$ cat src/rtl/pipe_ctrl.sv
// Pipeline stall/flush controller: prioritised stall vector, branch flush and PC redirect,
// with a DRAIN state that waits out an in-flight fetch. Optional perf counters: PIPE_PERF_CNT_EN.
module pipe_ctrl #(
  parameter int ADDR_W  = 32,
  parameter int STALL_W = 6,
  parameter int CNT_W   = 32
) (
  input  logic               clk,
  input  logic               rst,
  input  logic               stallreq_if,
  input  logic               stallreq_id,
  input  logic               stallreq_mem,
  input  logic               if_busy,
  input  logic               if_done,
  input  logic               branch_ex,
  input  logic [ADDR_W-1:0]  branch_target,
  output logic [STALL_W-1:0] stall,
  output logic               flush,
  output logic               discard_fetch,
  output logic               redirect_valid,
  output logic [ADDR_W-1:0]  redirect_pc,
  output logic [CNT_W-1:0]   perf_stall_cyc,
  output logic [CNT_W-1:0]   perf_flush_cnt
);

  localparam logic [STALL_W-1:0] STALL_MEM = STALL_W'(6'b011111);
  localparam logic [STALL_W-1:0] STALL_ID  = STALL_W'(6'b000111);
  localparam logic [STALL_W-1:0] STALL_IF  = STALL_W'(6'b000011);

  typedef enum logic {RUN, DRAIN} state_t;

  state_t              state_q, state_d;
  logic [ADDR_W-1:0]   target_q, target_d;
  logic                redir_valid_q, redir_valid_d;
  logic [ADDR_W-1:0]   redir_pc_q, redir_pc_d;
  logic                accept;

  always_comb begin
    stall         = '0;
    flush         = 1'b0;
    discard_fetch = 1'b0;
    accept        = 1'b0;
    state_d       = state_q;
    target_d      = target_q;
    redir_valid_d = 1'b0;
    redir_pc_d    = redir_pc_q;
    if (!rst) begin
      // Only the highest-priority request applies; vectors are never merged.
      if (stallreq_mem)
        stall = STALL_MEM;
      else if (stallreq_id)
        stall = STALL_ID;
      else if (stallreq_if || state_q == DRAIN)
        stall = STALL_IF;

      discard_fetch = (state_q == DRAIN);

      case (state_q)
        RUN: begin
          if (branch_ex && !stall[3]) begin
            accept = 1'b1;
            flush  = 1'b1;
            // A fetch finishing this very cycle needs no drain.
            if (if_busy && !if_done) begin
              state_d  = DRAIN;
              target_d = branch_target;
            end else begin
              redir_valid_d = 1'b1;
              redir_pc_d    = branch_target;
            end
          end
        end
        DRAIN: begin
          if (if_done) begin
            state_d       = RUN;
            redir_valid_d = 1'b1;
            redir_pc_d    = target_q;
          end
        end
        default: state_d = RUN;
      endcase
    end
  end

  always_ff @(posedge clk) begin
    if (rst) begin
      state_q       <= RUN;
      target_q      <= '0;
      redir_valid_q <= 1'b0;
      redir_pc_q    <= '0;
    end else begin
      state_q       <= state_d;
      target_q      <= target_d;
      redir_valid_q <= redir_valid_d;
      redir_pc_q    <= redir_pc_d;
    end
  end

  assign redirect_valid = redir_valid_q;
  assign redirect_pc    = redir_pc_q;

`ifdef PIPE_PERF_CNT_EN
  logic [CNT_W-1:0] stall_cyc_q, flush_cnt_q;

  always_ff @(posedge clk) begin
    if (rst) begin
      stall_cyc_q <= '0;
      flush_cnt_q <= '0;
    end else begin
      stall_cyc_q <= stall_cyc_q + CNT_W'(stall[0]);
      flush_cnt_q <= flush_cnt_q + CNT_W'(accept);
    end
  end

  assign perf_stall_cyc = stall_cyc_q;
  assign perf_flush_cnt = flush_cnt_q;
`else
  assign perf_stall_cyc = '0;
  assign perf_flush_cnt = '0;
`endif

endmodule

$ cat config.mk
export PLATFORM = sky130hd
export DESIGN_NAME = pipe_ctrl
export DESIGN_NICKNAME = d
export VERILOG_FILES = /design/src/rtl/pipe_ctrl.sv
export SDC_FILE = /design/constraint.sdc
export NUM_CORES = 1
export LEC_CHECK = 0
export ABC_AREA = 1
export CAP_MARGIN = 20
export CORE_UTILIZATION = 44
export CTS_CLUSTER_DIAMETER = 50
export DETAILED_ROUTE_END_ITERATION = 6
export HOLD_SLACK_MARGIN = 0.08
export PLACE_DENSITY = 0.88
export SLEW_MARGIN = 30
export SYNTH_ARGS = -nofsm -noshare
export SYNTH_HDL_FRONTEND = slang
export SYNTH_SLANG_ARGS = --single-unit
$ cat constraint.sdc
create_clock -name clk -period 1.6 [get_ports clk]
set_clock_uncertainty 0.1 [all_clocks]
set_input_delay 0.32 -clock clk [delete_from_list [all_inputs] [get_ports clk]]
set_output_delay 0.32 -clock clk [all_outputs]
set_load 0.02 [all_outputs]
[Word-level counts from Yosys, hierarchy flattened]
Index checks and enable logic that the tools add are counted.
Word-level totals
  latch bits: 0
  memories kept: 0
  word-level logic and storage cells: 36
  output and inout port bits: 105
  ROM bits: 0
  flip-flop bits (word level): 66
  memory bits (writable): 0
Operators by class
  multiplexer cells: 21
  $mul: 0
  shift operators: 0
  bitwise operators: 1
  add/subtract/negate cells: 0
  reduce and logical (&&, ||, !) cells: 7
  magnitude comparators: 0
  equality and inequality tests: 3
  div/mod/pow operators: 0
Operator list (count)
  2-to-1 mux 32 bit: 3
  one-hot mux 32 bit (2 select lines): 1
  2-to-1 mux 6 bit: 2
  2-to-1 mux 1 bit: 10
  != test 2 bit (second input constant): 3
  AND reduction 3 bit: 2
  2-to-1 mux 5 bit: 1
  one-hot mux 1 bit (2 select lines): 2
  2-to-1 mux 3 bit: 1
  logical AND 1 bit: 2
  logical NOT 1 bit: 2
  2-to-1 mux 2 bit: 1
  logical OR 1 bit: 1
  inverter 1 bit: 1

[Logic depth before layout (Yosys ltp)]
Gate-level depths: netlist (run 1).
  word-level depth: 10
  depth in mapped cells: 8

[Worst setup path after synthesis (run 1)]
Ideal clock, no wire load.
  path type: register to output
  start point: reg state_q
  end point: out stall[1]
  buffers on the path: 3
  path slack: -0.177 ns
  arrival time: 1.357 ns
  cell stages (with the launch flop): 6
  cell sequence: dfxtp_1 > buf_4 > buf_4 > nor2_1 > a21oi_1 > buf_4
Between the ends
  cells in the longest elaborated chain, start to end: 6
Ends and longest elaborated chain
  start: declaration: line 32  | state_t state_q, state_d;
  start signal: assignment: line 92  | state_q <= state_d;
  logical OR 1 bit: line 53  | else if (stallreq_if || state_q == DRAIN)
  2-to-1 mux 2 bit: line 53
  2-to-1 mux 3 bit: line 51  | else if (stallreq_id)
  2-to-1 mux 5 bit: line 49  | if (stallreq_mem)
  2-to-1 mux 6 bit (2 in series): line 47  | if (!rst) begin
  end: declaration: line 17  | output logic [STALL_W-1:0] stall,
Every way passes these cells. The select of a mux whose other input is x is not followed.

[Worst setup path in the final report (run 1)]
  start point: in stallreq_if
  end point: out stall[1]
Between the ends
  cells in the longest elaborated chain, start to end: 6
Ends and longest elaborated chain
  start: declaration: line 10  | input logic stallreq_if,
  logical OR 1 bit: line 53
  2-to-1 mux 2 bit: line 53
  2-to-1 mux 3 bit: line 51
  2-to-1 mux 5 bit: line 49
  2-to-1 mux 6 bit (2 in series): line 47
Every way passes these cells. The select of a mux whose other input is x is not followed.

==> flow_summary.rst, run 1 <==
.. list-table::
   :header-rows: 1

   * - Metric
     - Value
   * - Remaining antenna violation count
     - 0
   * - Run status
     - finished, final reports clean
   * - Post-synthesis sequential element count
     - 66
   * - Netlist area before placement
     - between 0.003 and 0.004 mm^2
   * - Hold Vio Cnt, Final
     - 0
   * - Warnings, synthesis
     - 0
   * - Critical path arrival
     - between 1 and 1.5 ns
   * - Initial core utilization
     - about 46%
   * - Clk sinks
     - between 60 and 70
   * - Peak supply drop
     - ~0.5 mV
   * - Most numerous cell types in the synthesized netlist
     - sky130_fd_sc_hd__nor2_1 (201), sky130_fd_sc_hd__buf_4 (77), sky130_fd_sc_hd__nand2_1 (68)
   * - Max_cap viols
     - 0
   * - Count of final setup violators
     - 0
   * - Maximum number of pins on one net before global-route repair
     - 65
   * - Latest clock arrival within the worst-skew pair
     - ~0.33 ns
   * - Input/output buffers
     - between 70 and 80
   * - Core area
     - ~0.008 mm^2
   * - Number of global-route vias before repair
     - roughly 3000
   * - Count of flip-flops with a built-in enable after synthesis
     - 0
   * - Post-synth top flop
     - sky130_fd_sc_hd__dfxtp_1
   * - Cell count after synthesis
     - around 570
   * - Initial antenna violation count
     - 0
   * - Mean post-synth cell area
     - 6.33 um^2
   * - H-tree Lvls
     - 3
   * - CP endpoint kind
     - primary output
   * - Routability cong.
     - between 0.7 and 0.8
   * - Yosys top cell by area
     - sky130_fd_sc_hd__dfxtp_1
   * - Clock Pin Slew Worst Setup and Hold Paths
     - approximately 0.07 ns
   * - Number of hold buffers added after CTS
     - 0
   * - GRT Util Overall
     - between 10% and 20%
   * - TritonCTS buffer count
     - 9
   * - Wire length of the first global-routing pass
     - roughly 13000 um
   * - DR vias/cell
     - between 4 and 5
   * - Count of pins on the block boundary
     - roughly 150
   * - Count of distinct cell types in the synthesized netlist
     - 17
   * - Combinational family with the most area after synthesis
     - simple AND/OR/NAND/NOR gates
   * - Fin util
     - roughly three fifths
   * - Power density over the cells
     - around 980 mW/mm^2
   * - Number of standard-cell rows in the floorplan
     - 32
   * - Die width
     - 92.9 um
   * - Final-report max-slew violation count
     - 0
   * - Syn-to-layout area delta
     - 25.4%
   * - Arithmetic-cell share of the synthesized area counting full adders, half adders and majority gates
     - 0%
   * - Worst endpoint required time
     - 1.18 ns
   * - Antenna diode count
     - 0
   * - Synth Area in Compound Gates
     - 4.82%
   * - Most repeated cell in the gate-level netlist after synthesis
     - sky130_fd_sc_hd__nor2_1
   * - XOR/XNOR Fraction of Synth Area
     - 0%
   * - Max frequency
     - between 0.6 and 0.7 GHz
   * - Post-detailed-route wirelength per cell
     - 10.4 um
   * - Total via count in the routed design
     - between 3000 and 4000
   * - Buffer levels on the longest clock path
     - 2
   * - Type of the tightest min-delay check
     - in -> reg
   * - Portion of netlist area occupied by mux cells
     - 0%
   * - Layout cell share with drive strength beyond 1
     - 7.35%
   * - Length of the first detailed-routing pass in iterations
     - 4
   * - Nets
     - 688
   * - Initial drt markers
     - between 100 and 150
   * - Post-detailed-routing wire length
     - a little under 8000 um
   * - Fraction of registers with async set or reset after synthesis
     - 0%
   * - Post-Synth Simple-Gate Area
     - 32.9%
   * - Minimum clock period after layout
     - 1.58 ns
   * - Area of the die
     - roughly 0.0086 mm^2
   * - Library cell used as clock root buffer
     - sky130_fd_sc_hd__clkbuf_8
   * - Leak Pwr
     - 0.00245 uW
   * - Area contributors post-synth
     - sky130_fd_sc_hd__dfxtp_1 (36%), sky130_fd_sc_hd__nor2_1 (21%), sky130_fd_sc_hd__buf_4 (16%)
   * - Element type at the critical path start
     - primary input
   * - Critical path class
     - in -> out
   * - Fraction of synthesized cell area taken by the top area cell type
     - a little over a third
   * - DRC violations left
     - 0
   * - Post-placement cell area
     - ~0.0043 mm^2
   * - Tcrit/Tclk final
     - a little over nine tenths
   * - Sequential share of the synthesized area
     - roughly 36%
   * - CP max FO
     - 2
   * - CTS tree
     - yes
   * - Gr ovfl total
     - 0
   * - Unrepaired setup endpoints after global routing
     - true
   * - Sum of net half-perimeters after detailed placement
     - 5350 um
   * - Final cell area excluding filler cells
     - around 0.0046 mm^2
   * - Y dimension of the die
     - a little over 90 um
[where the power goes]
group | switching [uW] | internal [uW]
registers | 42.7 | 1730
clock network | 653 | 1240
logic | 512 | 299
[placed cells by master, fill, tap and decap left out, types with 2 or more instances in the layout]
cell type                         synthesis  routed
sky130_fd_sc_hd__nand3_1                 33      33
sky130_fd_sc_hd__nor2_1                 201     198
sky130_fd_sc_hd__buf_12                   0       6
sky130_fd_sc_hd__bufinv_16                0       4
sky130_fd_sc_hd__nor2_2                   0       3
sky130_fd_sc_hd__nand2_1                 68      68
sky130_fd_sc_hd__inv_1                   58      58
sky130_fd_sc_hd__clkbuf_8                 0      10
sky130_fd_sc_hd__dfxtp_1                 66      65
sky130_fd_sc_hd__clkinv_4                 0       2
sky130_fd_sc_hd__buf_2                    5       2
sky130_fd_sc_hd__conb_1                   1      65
sky130_fd_sc_hd__o21ai_0                 33      33
sky130_fd_sc_hd__clkinv_1                12      12
sky130_fd_sc_hd__clkdlybuf4s50_1          0      36
sky130_fd_sc_hd__nand2_2                  2       2
sky130_fd_sc_hd__buf_4                   77      12
sky130_fd_sc_hd__dlygate4sd2_1            0      35
[kinds of logic (layout without fill, tap and decap cells)]
kind of cell / count (synthesis) / in the layout
compound gates: 35 / 35
other cells: 1 / 65
flops: 66 / 66
buf+inv: 167 / 182
simple gates: 305 / 305
[final timing paths]
kind | cells after the start | slack, ns | end | start
worst max-delay path | 4 | 0.02 | stall[1] | stallreq_if
worst min-delay path | 2 | 0.34 | redirect_valid$_SDFF_PP0_ | rst
worst max register to register | 7 | 0.15 | redirect_pc[7]$_SDFFE_PP0P_ | state_q$_SDFF_PP0_
worst min register to register | 2 | 0.38 | redirect_pc[10]$_SDFFE_PP0P_ | redirect_pc[10]$_SDFFE_PP0P_
[layout make-up]
class	count	area, um^2
tap	102	128
clock buffer	10	138
sequential	66	1320
timing repair buffer	95	937
inverter	71	267
multi-input combinational	405	1630
clock inverter	6	138
fill	729	3290
[critical path: stages]
cell and delay [ns]:
sky130_fd_sc_hd__clkdlybuf4s50_1 0.48, sky130_fd_sc_hd__nor2_2 0.05, sky130_fd_sc_hd__a21oi_2 0.15, sky130_fd_sc_hd__buf_4 0.16
[layer usage]
| metal | share of wire (%) | global-route usage [%] | up-vias |
|---|---|---|---|
| li1 | - | - | 1721 |
| met5 | 0 | 0 | - |
| met2 | 51 | 35.2 | 122 |
| met3 | 6.6 | 4.35 | 7 |
| met1 | 42 | 20.7 | 1442 |
| met4 | 1.2 | 7.31 | 0 |
[repair_timing]
item	4_1_cts	5_1_grt
setup buffers	0	1
endpoints found under the setup margin	40	21
resized for setup	67	7
pin swaps	1	3
[stage by stage]
step	hold WS, ns	instances	power, uW	TNS, ns	worst slack (ns)
after floorplan	0.354	638	2460	0	0.000740
after global placement	0.361	738	2650	-13.10	-0.563
after detailed placement	0.371	738	2670	-16.36	-0.573
after CTS	0.321	754	4520	0	0.00157
after global routing	0.378	755	4690	-0.0980	-0.0358
final	0.337	755	4480	0	0.0203
[sequential cells by signal, indices dropped and copies added (netlist names)]
name and cells:
redirect_pc 32, target_q 32, state_q 1, redirect_valid 1
(Power assumes the default switching activity.)
==> inputs of run 2 (changes only) <==
Settings changed: CAP_MARGIN 20 to unset.
==> results of run 2 <==
No change in the layout: final DEF, timing and power equal those of run 1.
==> inputs of run 3 (changes only) <==
Settings changed: CORE_ASPECT_RATIO set to 1.5.
==> flow_summary.rst, run 3 (synthesized netlist as in run 1, its figures left out) <==
.. list-table::
   :header-rows: 1

   * - Metric
     - Value
   * - Run status
     - finished, final reports clean
   * - Power density over the cells
     - 980 mW/mm^2
   * - Worst endpoint required time
     - ~1.2 ns
   * - Max frequency
     - between 0.6 and 0.7 GHz
   * - DRC violations left
     - 0
   * - Critical path arrival
     - roughly 1.1 ns
   * - Initial antenna violation count
     - 0
   * - Hold Path Sink
     - redirect_pc[11]$_SDFFE_PP0P_
   * - H-tree Lvls
     - 3
   * - Latest clock arrival within the worst-skew pair
     - 0.33 ns
   * - Post-Route Setup TNS
     - 0 ns
   * - Unrepaired setup endpoints after global routing
     - true
   * - Post-detailed-routing wire length
     - 7770 um
   * - Post-CTS repair timing setup buffer count
     - 0
   * - Worst r2r dst
     - redirect_pc[29]$_SDFFE_PP0P_
   * - TritonCTS buffer count
     - 9
   * - Overall power of the completed layout
     - roughly 4500 uW
   * - DR vias/cell
     - 4.47
   * - Gr ovfl total
     - 0
   * - Count of final setup violators
     - 0
   * - Critical path class
     - in -> out
   * - Routability cong.
     - 0.763
   * - Remaining antenna violation count
     - 0
   * - Type of the tightest min-delay check
     - reg -> reg
   * - Post-detailed-route wirelength per cell
     - ~10 um
   * - Die width
     - between 70 and 80 um
   * - CP max FO
     - 2
   * - Most common cell after layout, fill and taps aside
     - sky130_fd_sc_hd__nor2_1
   * - Buffer levels on the longest clock path
     - 2
   * - Clk sinks
     - between 60 and 70
   * - Tightest hold margin
     - 0.374 ns
   * - Total buffers and inverters traversed by the critical path
     - 2
   * - Layout cell share with drive strength beyond 1
     - between 7 and 8%
   * - Startpoint of the worst hold path
     - redirect_pc[11]$_SDFFE_PP0P_
   * - Leak Pwr
     - about 0.0025 uW
   * - Total via count in the routed design
     - between 3000 and 4000
   * - Nets
     - 688
   * - Max_cap viols
     - 0
   * - Y dimension of the die
     - about 110 um
   * - Peak supply drop
     - about 0.63 mV
   * - Sum of net half-perimeters after detailed placement
     - 5400 um
   * - CTS tree
     - yes
   * - Final standard cell count with taps included and fillers excluded
     - roughly 760
   * - Filler cell count
     - a little under 800
   * - Placed cells
     - ~740
   * - Length of the first detailed-routing pass in iterations
     - 4
   * - Fin util
     - between 50% and 60%
   * - Number of global-route vias before repair
     - 3000
   * - Reg2reg setup slack
     - approximately 0.12 ns
   * - Leading cell types in the layout, fill and taps excluded
     - sky130_fd_sc_hd__nor2_1 (198), sky130_fd_sc_hd__nand2_1 (68), sky130_fd_sc_hd__conb_1 (65), sky130_fd_sc_hd__dfxtp_1 (65), sky130_fd_sc_hd__inv_1 (58)
   * - Final-report max-slew violation count
     - 0
   * - Delay contributed by the slowest stage of the critical path
     - roughly 0.47 ns
   * - Syn-to-layout area delta
     - 25.7%
   * - Input/output buffers
     - just under 80
   * - Initial core utilization
     - 45.4%
   * - Library cell used as clock root buffer
     - sky130_fd_sc_hd__clkbuf_16
   * - FF-to-FF Start
     - state_q$_SDFF_PP0_
   * - Maximum number of pins on one net before global-route repair
     - 65
   * - Tcrit/Tclk final
     - between 90% and 100%
   * - Wire length of the first global-routing pass
     - 12900 um
   * - Initial drt markers
     - 192
   * - Clock Pin Slew Worst Setup and Hold Paths
     - approximately 0.05 ns
   * - Element type at the critical path start
     - primary input
   * - Hold Vio Cnt, Final
     - 0
   * - Core area
     - between 0.008 and 0.009 mm^2
   * - GRT Util Overall
     - approximately a fifth
   * - CP endpoint kind
     - primary output
   * - Gate family responsible for the most delay along the worst path
     - buffers and inverters
   * - Number of standard-cell rows in the floorplan
     - 40
   * - Worst hold path cell count
     - 2
   * - Cell count of the worst reg-to-reg path
     - 6
   * - Max stage delay cell, worst path
     - sky130_fd_sc_hd__clkdlybuf4s50_1
   * - Antenna diode count
     - 0
   * - Crit-path cells
     - clkdlybuf4s50_1, nand2_1, nor2_1, buf_4
   * - Count of pins on the block boundary
     - 145
   * - Area of the die
     - about 0.0086 mm^2
   * - Minimum clock period after layout
     - ~1.5 ns
==> run 3: cell types whose count changed in the layout (fill, tap and decap cells not counted), moves of 2 or more <==
cell and delta:
sky130_fd_sc_hd__clkbuf_8 -6, sky130_fd_sc_hd__bufinv_16 -4, sky130_fd_sc_hd__clkinv_4 -2, sky130_fd_sc_hd__clkbuf_16 +9
==> run 3: how the worst max path moves through the flow <==
stage	start	end	slack, ns	cells past startpoint
finish	branch_ex	flush	0.05	4
global route	state_q$_SDFF_PP0_	flush	-0.02	4
CTS	state_q$_SDFF_PP0_	redirect_pc[29]$_SDFFE_PP0P_	0.002	6
detailed placement	stallreq_mem	flush	-0.57	5
global placement	stallreq_mem	flush	-0.56	5
floorplan	state_q$_SDFF_PP0_	stall[1]	0.0007	5
==> run 3: worst min-delay path: stages, from the launching register on <==
cell	delay, ns
sky130_fd_sc_hd__dfxtp_1	0.32
sky130_fd_sc_hd__nor2_1	0.04
sky130_fd_sc_hd__nor2_1	0.08
==> run 3: per-layer routing <==
layer  vias up  track usage [%]  wire, um
li1       1720                -         -
met1      1504             18.4      2960
met2       143             36.0      4090
met3        20             4.60       465
met4         0             10.5       257
met5         -                0         0
==> run 3: metrics by stage <==
stage,instance area [um^2],setup WS (ns)
after floorplan,3880,0.000740
after global placement,4330,-0.563
after detailed placement,4330,-0.565
after CTS,4540,0.00211
after global routing,4570,-0.0160
final,4570,0.0539
==> run 3: power by group <==
part           switching [uW]  internal, uW  total, uW
Combinational             510           301        812
Clock                     676          1210       1880
Sequential               44.5          1740       1780
==> run 3: cell type report <==
class / instances / area [um^2] / share of cell area (%)
clock buffers: 14 / 284 / 6.22
flip-flops and latches: 66 / 1320 / 28.9
repair buffers: 95 / 930 / 20.3
multi-input cells: 405 / 1630 / 35.6
well taps: 105 / 131 / 2.88
clock inverters: 1 / 7.51 / 0.164
inverters: 71 / 267 / 5.83
==> run 3: what timing repair did <==
action	4_1_cts	5_1_grt
resized for setup	65	9
setup endpoints to repair	40	34
pin swaps	1	1
hold buffers	0	0
